<file path="src/rtl/quantum_watchdog.sv">
// quantum_watchdog: preemption timer for the reset_controller.
// The OS arms it with a time quantum. It counts down only while user code runs
// (program_counter >= OS_LIMIT) and the pipeline is not stalled. At expiry it
// raises context_exchange and holds it until the CPU acknowledges the jump.
// output_watchdog == 0 means the timer is disarmed.
// Both outputs come straight from flops, so there is no input-to-output
// combinational path.

`timescale 1ns/1ps

module quantum_watchdog #(
    parameter int          WD_WIDTH  = 32,
    parameter int          PC_WIDTH  = 12,
    parameter int          OS_LIMIT  = 256,
    parameter logic [5:0]  OP_SETWD  = 6'b101000,
    parameter logic [5:0]  OP_STOPWD = 6'b101001,
    parameter logic [5:0]  OP_START  = 6'b100111
) (
    input  logic                clock,
    input  logic                reset,
    input  logic [5:0]          operation,
    input  logic [WD_WIDTH-1:0] wd_value,
    input  logic [PC_WIDTH-1:0] program_counter,
    input  logic                halt,
    input  logic                resume_os,
    input  logic                context_ack,
    output logic [WD_WIDTH-1:0] output_watchdog,
    output logic                context_exchange
);

    typedef enum logic [1:0] {
        ST_IDLE,     // disarmed, count == 0
        ST_COUNT,    // armed, counting down toward 1
        ST_EXPIRED   // quantum used up, jump requested, count parked at 1
    } state_t;

    localparam logic [PC_WIDTH-1:0] OS_LIMIT_PC = PC_WIDTH'(OS_LIMIT);
    localparam logic [WD_WIDTH-1:0] ONE         = WD_WIDTH'(1);

    state_t              state;
    logic [WD_WIDTH-1:0] count;
    logic [WD_WIDTH-1:0] quantum;
    logic                ctx_req;
    logic                user_code;
    logic                count_enable;

    // A counting edge is one where user code executes and the pipeline advances.
    assign user_code    = (program_counter >= OS_LIMIT_PC);
    assign count_enable = user_code && !halt;

    // Command decode and countdown. The if/else chain encodes the command
    // priority, so lower-priority events in the same cycle are simply dropped.
    // NOTE: every register here uses non-blocking assignment so that all of them
    // update together from the values present before the edge.
    always_ff @(posedge clock) begin
        if (reset || (operation == OP_START)) begin
            state   <= ST_IDLE;
            count   <= '0;
            quantum <= '0;
            ctx_req <= 1'b0;
        end else if (operation == OP_STOPWD) begin
            // Disarm, but keep the stored quantum so resume_os can re-arm later.
            state   <= ST_IDLE;
            count   <= '0;
            ctx_req <= 1'b0;
        end else if (operation == OP_SETWD) begin
            // A zero quantum is a disarm. From EXPIRED this also drops the
            // pending request.
            quantum <= wd_value;
            count   <= wd_value;
            ctx_req <= 1'b0;
            state   <= (wd_value == '0) ? ST_IDLE : ST_COUNT;
        end else begin
            case (state)
                ST_IDLE: begin
                    if (resume_os && (quantum != '0)) begin
                        state <= ST_COUNT;
                        count <= quantum;
                    end
                end
                ST_COUNT: begin
                    // The count never goes below 1. Reaching 1 and then counting
                    // once more is what causes the expiry.
                    if (count_enable) begin
                        if (count > ONE) begin
                            count <= count - ONE;
                        end else begin
                            state   <= ST_EXPIRED;
                            ctx_req <= 1'b1;
                        end
                    end
                end
                ST_EXPIRED: begin
                    // A resume_os in the same cycle as the ack is dropped.
                    if (context_ack) begin
                        state   <= ST_IDLE;
                        count   <= '0;
                        ctx_req <= 1'b0;
                    end
                end
                default: begin
                    state   <= ST_IDLE;
                    count   <= '0;
                    ctx_req <= 1'b0;
                end
            endcase
        end
    end

    assign output_watchdog  = count;
    assign context_exchange = ctx_req;

endmodule

</file>
<file path="config.mk">
export PLATFORM = sky130hd
export DESIGN_NAME = quantum_watchdog
export DESIGN_NICKNAME = d
export VERILOG_FILES = /design/src/rtl/quantum_watchdog.sv
export SDC_FILE = /design/constraint.sdc
export NUM_CORES = 1
export LEC_CHECK = 0
export BUFFER_PORTS_ARGS = -buffer_cell sky130_fd_sc_hd__clkbuf_2
export CORE_ASPECT_RATIO = 1.1
export CORE_UTILIZATION = 32
export CTS_BUF_LIST = sky130_fd_sc_hd__clkbuf_4 sky130_fd_sc_hd__clkbuf_8
export DETAILED_ROUTE_END_ITERATION = 10
export HOLD_SLACK_MARGIN = 0.15
export PLACE_DENSITY = 0.6
export SYNTH_ARGS = -nofsm -noshare
export SYNTH_HDL_FRONTEND = slang
export SYNTH_SLANG_ARGS = --single-unit
</file>
<file path="constraint.sdc">
create_clock -name clock -period 2.36 [get_ports clock]
set_input_delay 0.118 -clock clock [delete_from_list [all_inputs] [get_ports clock]]
set_output_delay 0.118 -clock clock [all_outputs]
set_load 0.1 [all_outputs]
</file>
==> run metrics <==
Design Area, Final 5090 µm²; Syn Inst Count 504; DR top layer met4; Root Driver clkbuf_8; # rows 41; total power draw 7440 µW; Skew-Pair Late Insertion Delay 0.36 ns; hold crit path type primary input to flip-flop; Power Density 1460 nW/µm²; crit path from output_watchdog[2]$_SDFFE_PP0P_; Remaining DRCs 0; internal power 3340 µW; IO Port Bufs 79; gr usage total 23.0%; post-route ant nets 0; RSZ-0062 raised after global routing no; global-route wire length before repair 22000 µm; synth warn 0; CTS Sinks 67; met2 wire len 6640 µm; Initial Utilization 33.1%; r2r endpoint output_watchdog[25]$_SDFFE_PP0P_; total net switching power 4100 µW; period utilization 94.0%; global route overflow 0; chip height 117 µm; min cycle time layout 2.22 ns; post-CTS setup buffers 0; synthesis-to-layout area growth 33.0%; worst vdd ir 0.584 mV; mapped cell area 3830 µm²; detailed-placement wirelength estimate 10400 µm; H-Tree Depth 3; die area 12400 µm²; share of the synthesized area in the top cell type 35.1%; relative slew slack 62.8%; sequential power share 20.8%; Seq. cell area 1360 µm²; max-slew violation count 0; vias per cell 5.85; pin count of the biggest net entering global routing 44; final setup vio count 0; number of detailed-route iterations in the first pass 5; worst r2r path cells 7; Top FF cell, synth dfxtp_1; critical path class flip-flop to flip-flop; Final Hold Vio Count 0; Die X 106 µm; vias in the first global route 4168; DR iter-0 viols 422; metal3 WL 985 µm; Top Ports 88; FFs w/ async S/R, synth 0%; placed cell areas 4560 µm²; worst slew pin tran 0.551 ns; top post-synthesis cells by area dfxtp_1, a21oi_1, nand2_1; Num CTS Buffers 9; crit path to output_watchdog[25]$_SDFFE_PP0P_; sw frac 55.2%; Fin Setup TNS 0 ns; diode count 0; drt wl/cell 18.2 µm; vias after detailed routing 4563; area leader, netlist dfxtp_1; R2R setup slack 0.14 ns; fillers 1195; MaxCap Viol Count 0; initial antenna violation count 0; Clock Path Buffers 2; Clock Skews 0.0123 ns; Avg Cell Area, Syn 7.59 µm²; fin nets 682; Post-synth EDFFs 0; final hold slack 0.186 ns; critical path arrival 2.43 ns; status finished, final reports clean; CP required 2.57 ns; CP max FO 8; Worst-path clk slew 0.07 ns; Critical Path End Type flip-flop; CTS tree built; P_leak 0.00196 µW; crit start category flip-flop; Yosys reg bits 67; share of cells above drive strength 1 26.0%; register area share after synthesis 35.1%; Placeable Area 11500 µm²; Peak Freq 451 MHz; post-synth cell types 59; syn_nets 561; Gate power share 67.0%; RePlAce Congestion 0.959; reg-to-reg startpoint output_watchdog[2]$_SDFFE_PP0P_; DRT met1 WL 6210 µm; final WL 14200 µm; Clock Power Share 12.3%; footprint of the multi-input gates 2340 µm²
==> layout by cell type (no fill, tap or decap), types with 3 or more instances in the layout <==
| cell | n |
|---|---|
| dlygate4sd3_1 | 33 |
| clkbuf_2 | 79 |
| dfxtp_1 | 57 |
| a311oi_2 | 5 |
| buf_4 | 33 |
| a21oi_1 | 77 |
| and3_1 | 5 |
| a22oi_1 | 6 |
| nor3_2 | 3 |
| a21o_1 | 3 |
| dfxtp_2 | 8 |
| inv_1 | 5 |
| nor4_2 | 3 |
| o211ai_1 | 8 |
| nor2_1 | 27 |
| nand3_1 | 18 |
| clkbuf_4 | 3 |
| a32oi_1 | 3 |
| o21ai_0 | 17 |
| or3_1 | 4 |
| clkbuf_8 | 11 |
| nor2_2 | 3 |
| nor3_1 | 9 |
| a31oi_1 | 4 |
| nor4_1 | 19 |
| a32o_1 | 5 |
| a311oi_1 | 3 |
| nand4_1 | 8 |
| o311ai_0 | 10 |
| o31ai_1 | 17 |
| o41ai_1 | 6 |
| nand2_1 | 93 |
| a31o_2 | 3 |
| mux2i_1 | 3 |
==> layout make-up <==
| class | instances | area share, % |
|---|---|---|
| Multi-Input combinational cell | 395 | 46.0 |
| Sequential cell | 67 | 26.7 |
| Timing Repair Buffer | 146 | 19.5 |
| Tap cell | 150 | 3.69 |
| Clock buffer | 14 | 3.42 |
| Inverter | 6 | 0.443 |
| Clock inverter | 2 | 0.197 |
==> metrics by stage <==
stage | instances | util (%) | setup slack [ns]
floorplan | 504 | - | 0.00165
global placement | 731 | 39.5 | 0.106
detailed placement | 731 | 39.5 | 0.0504
CTS | 780 | 44.0 | 0.0310
global route | 780 | 44.1 | 0.0271
finish | 780 | 44.1 | 0.141
==> sequential cells by signal, indices dropped and copies added (netlist names) <==
name              cells
quantum              32
context_exchange      1
output_watchdog      32
state                 2
==> worst min-delay path by stage <==
stage,from,to,slack (ns),depth (start not counted)
floorplan,wd_value[15],quantum[15]$_SDFFE_PP0P_,0.25,2
global placement,wd_value[20],quantum[20]$_SDFFE_PP0P_,0.37,3
detailed placement,wd_value[30],quantum[30]$_SDFFE_PP0P_,0.39,3
CTS,operation[1],context_exchange$_SDFFE_PP0P_,0.16,3
global route,operation[1],context_exchange$_SDFFE_PP0P_,0.25,3
finish,operation[1],context_exchange$_SDFFE_PP0P_,0.19,3
==> synthesized netlist by cell type, types with 4 or more instances <==
| cell | n |
|---|---|
| nor3_1 | 12 |
| nand4_1 | 8 |
| nand2_1 | 93 |
| o311ai_0 | 10 |
| a311oi_2 | 5 |
| nor4_1 | 21 |
| nand3_1 | 18 |
| a32o_1 | 5 |
| a31oi_1 | 4 |
| inv_1 | 5 |
| nor2_1 | 29 |
| o41ai_1 | 6 |
| and3_1 | 5 |
| dfxtp_1 | 67 |
| clkbuf_1 | 28 |
| a22oi_1 | 6 |
| o211ai_1 | 8 |
| o31ai_1 | 17 |
| a21oi_1 | 77 |
| or3_1 | 4 |
| o21ai_0 | 17 |
==> logic make-up after synthesis <==
group | synth area share (%)
xor gates and xnor gates | 0.687
muxes | 1.08
AOI/OAI and AO/OA | 30.6
and+or+nand+nor | 27.3
buffers and inverters | 4.61
adders and majority gates | 0.654
DFF | 35.1
==> layer usage <==
layer	vias to the layer above	track usage, %
met5	-	0
met4	0	10.1
met3	31	2.73
met1	2127	31.0
li1	2156	-
met2	249	37.1
==> power by group through the flow <==
stage	clock, µW	sequential [µW]	combinational [µW]
final	912	1550	4980
after global placement	0	1550	4810
after floorplan	0	2440	2560
after global routing	972	1560	5280
after detailed placement	0	1570	4810
after CTS	920	1540	4880
==> timing repair <==
action | 4_1_cts | 5_1_grt
resized for setup | 0 | 3
setup endpoints to repair | 0 | 11
hold buffers | 33 | 0
endpoints found under the hold margin | 40 | 0
==> critical path, cell delays in order (launching register included) <==
cell and delay [ns]:
dfxtp_2 0.36, nor4_4 0.31, buf_4 0.20, nand4_2 0.23, nor2_2 0.36, mux2_2 0.37
a21oi_1 0.16, a211oi_1 0.09
Power figures use the tool's default switching activity.
